==> src/rtl/seq_chunk_adder_pkg.sv <==
// Shared types and default sizing for the chunk-serial adder.
//   state_t   : controller states (IDLE, CALC, DONE)
//   DEF_WIDTH : default operand/sum width
//   DEF_CHUNK : default bits added per cycle
package seq_chunk_adder_pkg;

  localparam int unsigned DEF_WIDTH = 16;
  localparam int unsigned DEF_CHUNK = 4;

  typedef enum logic [1:0] {
    IDLE = 2'd0,
    CALC = 2'd1,
    DONE = 2'd2
  } state_t;

endpackage : seq_chunk_adder_pkg

==> src/rtl/seq_chunk_adder_rca_chunk.sv <==
// Combinational CHUNK-bit adder slice.
//   x, y  : chunk operands
//   ci    : carry into bit 0
//   s     : chunk sum
//   co    : carry out of the chunk MSB
//   c_msb : carry into the chunk MSB (used for signed overflow)
module rca_chunk #(
  parameter int unsigned CHUNK = 4
) (
  input  logic [CHUNK-1:0] x,
  input  logic [CHUNK-1:0] y,
  input  logic             ci,
  output logic [CHUNK-1:0] s,
  output logic             co,
  output logic             c_msb
);

  localparam int unsigned TW = CHUNK + 1;

  logic [CHUNK:0] total;

  assign total = {1'b0, x} + {1'b0, y} + TW'(ci);
  assign s     = total[CHUNK-1:0];
  assign co    = total[CHUNK];
  // Sum bit = x ^ y ^ carry-in, so the carry into the MSB falls out of the XOR.
  assign c_msb = x[CHUNK-1] ^ y[CHUNK-1] ^ s[CHUNK-1];

endmodule : rca_chunk

==> src/rtl/seq_chunk_adder.sv <==
// Chunk-serial adder/subtractor: adds CHUNK bits per clock, LSB chunk first.
//   clk, rst_n          : clock, synchronous active-low reset
//   in_valid, in_ready  : operand handshake (ready only in IDLE)
//   a, b, cin, sub      : operands; sub=1 computes a-b as a+~b+1 (cin ignored)
//   out_valid, out_ready: result handshake (valid only in DONE)
//   sum, cout, ovf      : result, carry out (no-borrow in sub mode), signed overflow
module seq_chunk_adder
  import seq_chunk_adder_pkg::*;
#(
  parameter int unsigned WIDTH = DEF_WIDTH,
  parameter int unsigned CHUNK = DEF_CHUNK
) (
  input  logic             clk,
  input  logic             rst_n,
  input  logic             in_valid,
  output logic             in_ready,
  input  logic [WIDTH-1:0] a,
  input  logic [WIDTH-1:0] b,
  input  logic             cin,
  input  logic             sub,
  output logic             out_valid,
  input  logic             out_ready,
  output logic [WIDTH-1:0] sum,
  output logic             cout,
  output logic             ovf
);

  localparam int unsigned NCHUNK = WIDTH / CHUNK;
  localparam int unsigned CNT_W  = (NCHUNK > 1) ? $clog2(NCHUNK) : 1;

  // Reject widths that do not split into whole chunks.
  if ((WIDTH % CHUNK) != 0) begin : g_bad_chunk
    $error("seq_chunk_adder: WIDTH must be a multiple of CHUNK");
  end

  state_t           state;
  logic [CNT_W-1:0] cnt;
  logic             carry;
  logic [WIDTH-1:0] op_a;
  logic [WIDTH-1:0] op_b;

  logic [CHUNK-1:0] chunk_s;
  logic             chunk_co;
  logic             chunk_cm;

  // Operands are shifted right each cycle so the active chunk is always at bit 0.
  rca_chunk #(
    .CHUNK (CHUNK)
  ) u_rca (
    .x     (op_a[CHUNK-1:0]),
    .y     (op_b[CHUNK-1:0]),
    .ci    (carry),
    .s     (chunk_s),
    .co    (chunk_co),
    .c_msb (chunk_cm)
  );

  // Controller and datapath registers.
  always_ff @(posedge clk) begin
    if (!rst_n) begin
      state     <= IDLE;
      cnt       <= '0;
      carry     <= 1'b0;
      op_a      <= '0;
      op_b      <= '0;
      sum       <= '0;
      cout      <= 1'b0;
      ovf       <= 1'b0;
      in_ready  <= 1'b1;
      out_valid <= 1'b0;
    end else begin
      case (state)
        IDLE: begin
          if (in_valid) begin
            op_a     <= a;
            op_b     <= sub ? ~b : b;
            carry    <= sub ? 1'b1 : cin;
            cnt      <= '0;
            in_ready <= 1'b0;
            state    <= CALC;
          end
        end

        CALC: begin
          for (int unsigned k = 0; k < NCHUNK; k++) begin
            if (cnt == CNT_W'(k)) begin
              sum[k*CHUNK +: CHUNK] <= chunk_s;
            end
          end
          carry <= chunk_co;
          op_a  <= op_a >> CHUNK;
          op_b  <= op_b >> CHUNK;
          if (cnt == CNT_W'(NCHUNK - 1)) begin
            cout      <= chunk_co;
            ovf       <= chunk_cm ^ chunk_co;
            out_valid <= 1'b1;
            state     <= DONE;
          end else begin
            cnt <= cnt + CNT_W'(1);
          end
        end

        DONE: begin
          if (out_ready) begin
            out_valid <= 1'b0;
            in_ready  <= 1'b1;
            state     <= IDLE;
          end
        end

        default: begin
          out_valid <= 1'b0;
          in_ready  <= 1'b1;
          state     <= IDLE;
        end
      endcase
    end
  end

endmodule : seq_chunk_adder

==> config.mk <==
export PLATFORM = sky130hd
export DESIGN_NAME = seq_chunk_adder
export DESIGN_NICKNAME = d
export VERILOG_FILES = /design/src/rtl/seq_chunk_adder_pkg.sv /design/src/rtl/seq_chunk_adder_rca_chunk.sv /design/src/rtl/seq_chunk_adder.sv
export SDC_FILE = /design/constraint.sdc
export NUM_CORES = 1
export LEC_CHECK = 0
export ABC_AREA = 1
export CORE_UTILIZATION = 46
export DETAILED_ROUTE_END_ITERATION = 10
export PLACE_DENSITY = 0.75
export SETUP_SLACK_MARGIN = 0.3
export SLEW_MARGIN = 30
export SYNTH_ARGS = -nofsm -noshare
export SYNTH_HDL_FRONTEND = slang
export SYNTH_HIERARCHICAL = 1
export SYNTH_SLANG_ARGS = --single-unit
==> constraint.sdc <==
create_clock -name clk -period 1.6 [get_ports clk]
set_input_delay 0.24 -clock clk [delete_from_list [all_inputs] [get_ports clk]]
set_output_delay 0.24 -clock clk [all_outputs]
set_load 0.03 [all_outputs]
==> impl_metrics.env, run 1 <==
export IMPL_hold_path_depth=3
export IMPL_layout_setup_ws_ns=-0.0196
export IMPL_clock_latency_ns=0.34
export IMPL_drv_cap=0
export IMPL_die_h_um=81.3
export IMPL_synth_area_leaders="dfxtp_1, nand2_1, nor2_1"
export IMPL_required_ns=1.88
export IMPL_path_max_fanout=4
export IMPL_synthToLayoutAreaGrowth_pct=37.4
export IMPL_htreeDepth=3
export IMPL_min_from="a[15]"
export IMPL_synth_top_cell_by_area="dfxtp_1"
export IMPL_drt_iter0_drc=170
export IMPL_io_pins=58
export IMPL_die_w_um=81.3
export IMPL_yosysSeqAreaShare_pct=39.4
export IMPL_hp_class="input pin to flip-flop"
export IMPL_path_class="flip-flop to flip-flop"
export IMPL_crit_top_cell="fa_2"
export IMPL_cp_slowest_stage_delay_ns=0.45
export IMPL_vias=2902
export IMPL_r2r_start="op_b[0]"
export IMPL_start_util_pct=48.3
export IMPL_design_core_area_sq_um=5990
export IMPL_dieArea_sq_um=6610
export IMPL_cts_root_buf="clkbuf_8"
export IMPL_finalNetCount=550
export IMPL_vias_per_cell=4.98
export IMPL_cts_sinks=57
export IMPL_relSlewSlack_pct=77.2
export IMPL_cp_slowest_cell="fa_2"
export IMPL_tightest_slew_ns=0.342
export IMPL_io_buffers=57
export IMPL_synth_area_sq_um=2890
export IMPL_path_clk_slew_ns=0.06
export IMPL_finalSetupTns_ns=-0.0204
export IMPL_grt_antenna_before_repair=0
export IMPL_rows=28
export IMPL_hold_viol_final=0
export IMPL_pre_cts_slack_ns=0.00461
export IMPL_drive_gt1_share_pct=20.5
export IMPL_antenna_left=0
export IMPL_cts_tree="done"
export IMPL_peakVddDrop_mv=0.638
export IMPL_fin_util_pct=66.4
export IMPL_drv_slew=0
export IMPL_fin_crit_sh_pct=101
export IMPL_synth_nets=481
export IMPL_grtUsageTotal_pct=23.8
export IMPL_routed_wl_mm=7.52
export IMPL_reg2reg_depth=6
export IMPL_dpl_hpwl_mm=5.02
export IMPL_crit_path_start_kind="flip-flop"
export IMPL_p_leak_nw=1.83
export IMPL_whs_endpoint="op_a[15]"
export IMPL_worstReg2RegEnd="sum[1]"
export IMPL_fill_cells=512
export IMPL_ys_warn_count=6
export IMPL_dr_pass1_iters=4
export IMPL_synthesis_area_per_instance_sq_um=6.67
export IMPL_insertedDiodeCount=0
export IMPL_cts_made_buffers=9
export IMPL_pwr_density_cell_nw_per_um2=971
export IMPL_rsz0062_at_grt="true"
export IMPL_rrSetupSlack_ns=-0.02
export IMPL_synth_seq_cells=57
export IMPL_setup_viol=2
export IMPL_grt_overflow=0
export IMPL_synth_cells=434
export IMPL_clock_path_buffers=2
export IMPL_grt_pass1_vias=2644
export IMPL_arrival_ns=1.90
export IMPL_end_kind="flip-flop"
export IMPL_drc=0
export IMPL_gp_congestion=0.773
export IMPL_min_period_ns=1.62
export IMPL_netlist_area_leader_share_pct=39.4
export IMPL_grt_pass1_wl_mm=11.8
export IMPL_wire_per_inst_um=12.9
export IMPL_fmax_mhz=617
export IMPL_failed_checks="setup timing"
export IMPL_grt_max_degree=21
export IMPL_run_status="finished, violations left"
export IMPL_fin_skew_ns=0.00569
export IMPL_crit_chain="fa_2 > inv_2 > fa_2 > inv_4 > nand3_2 > a21oi_2"
export IMPL_yosysUniqueCellTypes=25
[cell families (layout without fill, tap and decap cells)]
family	count (synthesis)	count (layout)	synth area share, %
compound gates	53	53	9.56
xor+xnor	5	5	1.51
fa+ha+maj	9	9	4.41
buf+inv	62	136	9.65
flops	57	57	39.4
simple gates	248	248	35.4
[worst max-delay path: cells and delay by family, from the launching register on]
family	cells	cell delay (ns)
simple gates	1	0.07
flops	1	0.33
compound gates	1	0.14
fa+ha+maj	2	0.85
buf+inv	2	0.17
[flip-flops by register name, indices dropped and copies added, names as in the netlist]
| name | cells |
|---|---|
| cnt | 2 |
| ovf | 1 |
| sum | 16 |
| out_valid | 1 |
| cout | 1 |
| in_ready | 1 |
| state | 2 |
| carry | 1 |
| op_a | 16 |
| op_b | 16 |
[worst max path at each step]
stage / slack, ns / endpoint / depth (start not counted) / startpoint
after global placement: 0.04 / sum[1] / 6 / carry
after global routing: -0.08 / ovf / 8 / op_b[0]
after CTS: 0.01 / sum[1] / 6 / op_b[0]
final: -0.02 / sum[1] / 6 / op_b[0]
after detailed placement: 0.005 / sum[9] / 6 / carry
after floorplan: 0.1 / sum[5] / 6 / carry
[through the flow]
| step | area (sq um) | cells | total power [mW] | hold slack, ns |
|---|---|---|---|---|
| final | 3980 | 583 | 3.86 | 0.447 |
| after CTS | 3890 | 580 | 3.81 | 0.435 |
| after detailed placement | 3590 | 562 | 2.36 | 0.451 |
| after global routing | 3980 | 583 | 4.03 | 0.480 |
| after global placement | 3590 | 562 | 2.34 | 0.444 |
| after floorplan | 2910 | 434 | 2.09 | 0.363 |
[routing by layer]
metal,vias to the layer above,global-route usage [%],share of wire (%)
li1,1479,-,-
met1,1341,29.8,47
met2,69,39.3,47
met3,13,4.16,4.3
met4,0,11.6,2.3
met5,-,0,0
[synthesized netlist by cell type]
master and n:
buf_2 8, dfxtp_1 57, nor2_2 1, or2_2 5, ha_1 7, inv_4 1, nor2_1 45, a21oi_1 30
fa_1 2, inv_2 2, buf_4 1, nor2_8 1, nor2_4 3, inv_1 41, nand2_1 162, o21ai_0 17
clkbuf_1 5, o21ai_1 5, o21ai_4 1, buf_6 4, xor2_1 4, nor3_1 1, xnor2_1 1, nand2_2 1
nand3_1 29
[cells in the final DEF, fill, tap and decap left out, types with 2 or more instances in the layout]
cell               n
nor2_2             2
a21oi_1           22
nand3_4            2
a21oi_2            8
or2_2              5
clkbuf_8          12
clkdlybuf4s15_2   11
dfxtp_2            6
o21ai_0           16
nor2_4             3
nand3_1           18
inv_2              4
clkdlybuf4s50_1   37
o21ai_1            5
inv_1             38
o21ai_4            2
clkbuf_2           8
buf_12             3
ha_1               5
dfxtp_1           50
xor2_1             4
inv_4              2
nand2_1          161
buf_4             15
nand3_2            9
clkbuf_1           2
nor2_1            44
ha_2               2
fa_2               2
[cell type report]
type,instances,area [sq um],area share [%]
flip-flops and latches,57,1150,29.0
clock inverters,2,35.0,0.881
well taps,75,93.8,2.36
inverters,44,170,4.28
repair buffers,76,728,18.3
clock buffers,14,173,4.34
multi-input cells,315,1620,40.8
[power by group]
group | switching [mW] | total (mW) | internal, mW
clock network | 0.562 | 1.41 | 0.845
logic | 0.501 | 0.877 | 0.376
registers | 0.0607 | 1.58 | 1.52
[what timing repair did]
| item | in CTS | in global routing |
|---|---|---|
| pin swaps | 7 | 18 |
| hold endpoints to repair | 0 | 0 |
| endpoints found under the setup margin | 61 | 31 |
| gates resized for setup | 63 | 34 |
| hold buffers | 0 | 0 |
| setup buffers | 2 | 3 |
(Power assumes the default switching activity.)
==> inputs of run 2 (changes only) <==
--- a/config.mk
+++ b/config.mk
@@ -6,8 +6,10 @@
 export NUM_CORES = 1
 export LEC_CHECK = 0
 export ABC_AREA = 1
+export CAP_MARGIN = 20
 export CORE_UTILIZATION = 46
 export DETAILED_ROUTE_END_ITERATION = 10
+export GPL_TIMING_DRIVEN = 0
 export PLACE_DENSITY = 0.75
 export SETUP_SLACK_MARGIN = 0.3
 export SLEW_MARGIN = 30
==> run 2 against run 1 <==
The flow still finishes with violations (setup timing); die area did not move; first-iteration DRC count rose by 5.9%; critical path type unchanged; register-to-register slack barely moved; via count rose by 2.8%; largest power group unchanged; highest routed layer unchanged.
==> impl_metrics.env, run 2 (synthesis results as in run 1) <==
export IMPL_run_status="finished, violations left"
export IMPL_failed_checks="setup timing"
export IMPL_wire_per_inst_um=13.6
export IMPL_drv_slew=0
export IMPL_start_util_pct=48.3
export IMPL_min_period_ns=1.62
export IMPL_switchingPower_mw=1.13
export IMPL_rrSetupSlack_ns=-0.02
export IMPL_die_h_um=81.3
export IMPL_setup_viol=6
export IMPL_dpl_hpwl_mm=5.16
export IMPL_clock_latency_ns=0.34
export IMPL_vias=2984
export IMPL_r2r_start="op_b[0]"
export IMPL_synthToLayoutAreaGrowth_pct=37.0
export IMPL_fin_area_sq_um=3960
export IMPL_crit_path_start_kind="flip-flop"
export IMPL_whs_endpoint="cnt[1]"
export IMPL_peakVddDrop_mv=0.581
export IMPL_use_met3_pct=5.39
export IMPL_cts_root_buf="clkbuf_8"
export IMPL_p_leak_nw=1.88
export IMPL_arrival_ns=1.89
export IMPL_grt_busiest_layer="met2"
export IMPL_drive_gt1_share_pct=22.9
export IMPL_layout_setup_ws_ns=-0.0226
export IMPL_htreeDepth=3
export IMPL_hp_class="input pin to flip-flop"
export IMPL_grt_pass1_vias=2660
export IMPL_io_buffers=56
export IMPL_antenna_left=0
export IMPL_path_clk_slew_ns=0.06
export IMPL_cts_hold_buf=0
export IMPL_cts_made_buffers=9
export IMPL_grt_pass1_wl_mm=12.2
export IMPL_die_w_um=81.3
export IMPL_drc=0
export IMPL_placed_cell_area_sq_um=3560
export IMPL_finalNetCount=563
export IMPL_fin_crit_sh_pct=101
export IMPL_reg_top3="op_a (16), op_b (16), sum (16)"
export IMPL_pwr_density_cell_nw_per_um2=911
export IMPL_reg2reg_depth=6
export IMPL_insertedDiodeCount=0
export IMPL_grt_overflow=0
export IMPL_fmax_mhz=616
export IMPL_cts_sinks=57
export IMPL_power_mw=3.61
export IMPL_path_max_fanout=4
export IMPL_multiInputGateArea_sq_um=1640
export IMPL_routed_wl_mm=8.06
export IMPL_path_class="flip-flop to flip-flop"
export IMPL_dr_pass1_iters=4
export IMPL_drv_cap=0
export IMPL_end_kind="flip-flop"
export IMPL_rows=28
export IMPL_hold_path_depth=4
export IMPL_tightest_slew_ns=0.309
export IMPL_fin_skew_ns=0.00731
export IMPL_p_int_mw=2.48
export IMPL_met1_usage_pct=31.5
export IMPL_finalSetupTns_ns=-0.0772
export IMPL_required_ns=1.87
export IMPL_final_common_cell="nand2_1"
export IMPL_dieArea_sq_um=6610
export IMPL_gp_congestion=0.794
export IMPL_io_pins=58
export IMPL_hold_viol_final=0
export IMPL_vias_per_cell=5.02
export IMPL_setup_worst_path_start="op_b[0]"
export IMPL_grtUsageTotal_pct=24.7
export IMPL_clock_path_buffers=2
export IMPL_cts_tree="done"
export IMPL_clock_power_share_pct=31.5
export IMPL_p_sw_share_pct=31.4
export IMPL_fill_cells=522
export IMPL_relSlewSlack_pct=79.4
export IMPL_drt_iter0_drc=180
export IMPL_grtUsageMet2_pct=41.1
export IMPL_rsz0062_at_grt="true"
export IMPL_seqPwrFrac_pct=43.8
export IMPL_worstReg2RegEnd="sum[6]"
export IMPL_min_from="in_valid"
export IMPL_design_core_area_sq_um=5990
export IMPL_final_cell_mix="nand2_1, dfxtp_1, nor2_1"
export IMPL_grt_antenna_before_repair=0
export IMPL_register_area_sq_um=1150
export IMPL_grt_max_degree=11
export IMPL_p_comb_share_pct=24.7
run 2: cell types whose count changed in the layout (fill, tap and decap cells not counted), sizes merged, moves of 2 or more:
cell	delta
clkinv	+3
clkdlybuf4s15	-7
clkbuf	+10
buf	+7
clkdlybuf4s50	-2
run 2: worst max-delay path by stage:
stage,slack (ns),cells past startpoint,endpoint
2_1_floorplan,0.1,6,sum[5]
3_3_place_gp,-0.1,4,state[0]
3_5_place_dp,-0.11,4,cout
4_1_cts,-0.02,6,sum[9]
5_1_grt,-0.15,7,ovf
6_report,-0.02,6,sum[6]
run 2: area by class of cell:
type,count,area share (%)
clock buffers,11,3.57
multi-input cells,316,41.4
inverters,44,4.55
clock inverters,4,0.505
repair buffers,70,15.3
plain buffers,18,3.19
flip-flops and latches,57,29.1
well taps,75,2.37
run 2: power groups by stage:
stage / sequential [mW] / combinational, mW / clock (mW)
after floorplan: 1.62 / 0.464 / 0
after global placement: 1.60 / 0.736 / 0
after detailed placement: 1.60 / 0.748 / 0
after CTS: 1.58 / 0.786 / 1.14
after global routing: 1.59 / 0.981 / 1.22
final: 1.58 / 0.893 / 1.14
run 2: critical path: stages, from the launching register on:
cell	delay, ns
dfxtp_2	0.35
fa_2	0.22
inv_2	0.05
fa_2	0.43
xnor2_4	0.28
nand3_1	0.11
a21oi_1	0.13
run 2: metrics by stage:
| step | worst slack, ns | hold slack, ns | cells | utilization (%) |
|---|---|---|---|---|
| 3_3_place_gp | -0.0976 | 0.443 | 565 | 59.5 |
| 4_1_cts | -0.0214 | 0.402 | 580 | 63.1 |
| 5_1_grt | -0.147 | 0.383 | 595 | 66.1 |
| 6_report | -0.0226 | 0.346 | 595 | 66.1 |
| 2_1_floorplan | 0.0996 | 0.363 | 434 | - |
| 3_5_place_dp | -0.112 | 0.444 | 565 | 59.5 |
run 2: what timing repair did:
action	4_1_cts	5_1_grt
setup endpoints to repair	67	65
buffers inserted	0	13
gates resized for setup	55	59
pin swaps	3	35
cloned	0	2
run 2: routing by layer:
layer  part of all wire (%)  vias to the layer above
li1                       -                     1506
met3                    5.2                       17
met1                     45                     1379
met4                    1.9                        0
met5                      0                        -
met2                     48                       82
==> patch (config.mk and constraints of run 1) <==
Make the reset (`rst_n`) asynchronous in one clocked block. Comments in the files are not updated.
--- a/src/rtl/seq_chunk_adder.sv
+++ b/src/rtl/seq_chunk_adder.sv
@@ -56,7 +56,7 @@
   );
 
   // Controller and datapath registers.
-  always_ff @(posedge clk) begin
+  always_ff @(posedge clk or negedge rst_n) begin
     if (!rst_n) begin
       state     <= IDLE;
       cnt       <= '0;
Formal check against the unedited RTL: differs if rst_n is asserted again (counterexample within 4 cycles, from zero or initial values and one cycle with rst_n low); with rst_n held inactive, the same outputs for 10 cycles.
==> patch against run 1 <==
- the run still ends with negative setup slack left
- wire length is 4.4% higher
- clock skew is 0.0021 ns higher
- sequential share of layout area increased by 3.1 points
- area after synthesis increased by 5.3%
- worst hold slack got worse by 0.0062 ns
- design area increased by 12%
- core utilization increased by 3.3 points
- setup slack worse by 0.0078 ns
- sequential cell count did not move
- critical endpoint is now ovf
- cell count down 1.9%
- non-clock buffer count rose by 9
Power is not compared: it rests on default switching activity, and its combinational part moved more than twofold at a synthesized area within 25%.
==> patch: results (changes against run 1) <==
post-place instance area=0.00372 mm2 (was 0.00359 mm2); non-clock inverter total of the final layout=38 (was 44); Synth async-reset ratio=100% (was 0%); hpwl dp=4560 um (was 5020 um); largest net degree at the start of global routing=58 (was 21); adder-cell share of the synthesized area=4.19% (was 4.41%); Reg area=0.00143 mm2 (was 0.00115 mm2); Net Count, Synth=457 (was 481); multi-input combinational area share=37.3% (was 40.8%); # setup viols final=1 (was 2); failing checks=negative setup slack (unchanged); via count=2933 (was 2902); Fill cells=496 (was 512); Fin Clk Skew=0.00778 ns (was 0.00569 ns); ranking of synthesized cells by area=dfrtp_1, nand2_1, nand3_1 (was dfxtp_1, nand2_1, nor2_1); final-layout non-clock buffer area share=21.1% (was 18.3%); starting DRC count in detailed routing=145 (was 170); Slowest-stage cell, CP=dfrtp_1 (was fa_2); first-pass GRT wire length=11300 um (was 11800 um); CP max FO=3 (was 4); layout cells sized above 1=30.1% (was 20.5%); vias in the first global route=2593 (was 2644); syn_area_per_cell=7.43 um2 (was 6.67 um2); Slew @ Worst Pin=0.381 ns (was 0.342 ns); Max clock buf depth=2 (unchanged); Layout Nets=538 (was 550); clock power share=12.1%; Hold WC Path Type=in2async (was in2reg); routability cong.=0.843 (was 0.773); synth cell count leaders=nand2_1, dfrtp_1, nand3_1 (was nand2_1, dfxtp_1, nor2_1); CP arrival=1.83 ns (was 1.90 ns); synth-to-layout area growth=46.0% (was 37.4%); # diodes=0 (unchanged); clkbuf count=11 (was 14); ClkCell Share=3.63% (was 5.23%); final setup margin=-0.0274 ns (was -0.0196 ns); status=finished, violations left (unchanged); Post-Synth XOR/XNOR Area=0.575% (was 1.51%); comb_multi_in=300 (was 315); CP Launch Point=carry (was op_b[0]); buffers outside the clock class=85 (was 76); WL per Instance=13.7 um (was 12.9 um); GRT Total Usage=20.2% (was 23.8%); post-synthesis sequential area ratio=46.9% (was 39.4%); CP max stage delay=0.41 ns (was 0.45 ns); post-synthesis compound-gate area fraction=4.72% (was 9.56%)
-- patch: final timing paths --
path,end,slack (ns),cells past startpoint
worst max-delay path,ovf,-0.03,6
worst min-delay path,out_valid,0.44,3
worst max register to register,ovf,-0.03,6
worst min register to register,in_ready,0.47,2
max in group asynchronous,in_ready,0.88,3
min in group clk,op_a[13],0.45,3
-- patch: per-stage QoR --
step                setup TNS [ns]  cells  setup slack [ns]  power [mW]
CTS                              0    555           0.00629        7.91
finish                     -0.0274    572           -0.0274        9.44
global route                -0.347    572           -0.0902        10.1
floorplan                        0    410            0.0741        5.44
detailed placement         -0.0309    537           -0.0138        6.70
global placement                 0    537            0.0362        6.58
-- patch: worst register-to-register path, delay by kind of cell (launching register included) --
| family | cells | cell delay [ns] |
|---|---|---|
| adder cells (fa/ha/maj) | 2 | 0.64 |
| flip-flops | 1 | 0.41 |
| XOR/XNOR | 1 | 0.20 |
| AO/OA/AOI/OAI | 2 | 0.18 |
| buffers and inverters | 1 | 0.06 |
-- patch: per-layer routing --
layer / GRT usage [%] / wire length (um)
met1: 26.3 / 3340
met2: 34.0 / 3990
met3: 3.28 / 396
met4: 7.52 / 125
met5: 0 / 0
-- patch: what timing repair did --
action | CTS | global route
cloned | 0 | 6
setup buffers | 2 | 11
pin swaps | 10 | 36
hold buffers | 1 | 0
hold endpoints to repair | 56 | 0
setup endpoints to repair | 75 | 62
gates resized for setup | 68 | 106
-- patch: cell families (layout without fill, tap and decap cells) --
kind of cell    Yosys count  in the layout
compound gates           23             23
xor+xnor                  2              2
fa+ha+maj                 9              9
buf+inv                  53            138
flops                    57             57
simple gates            266            266
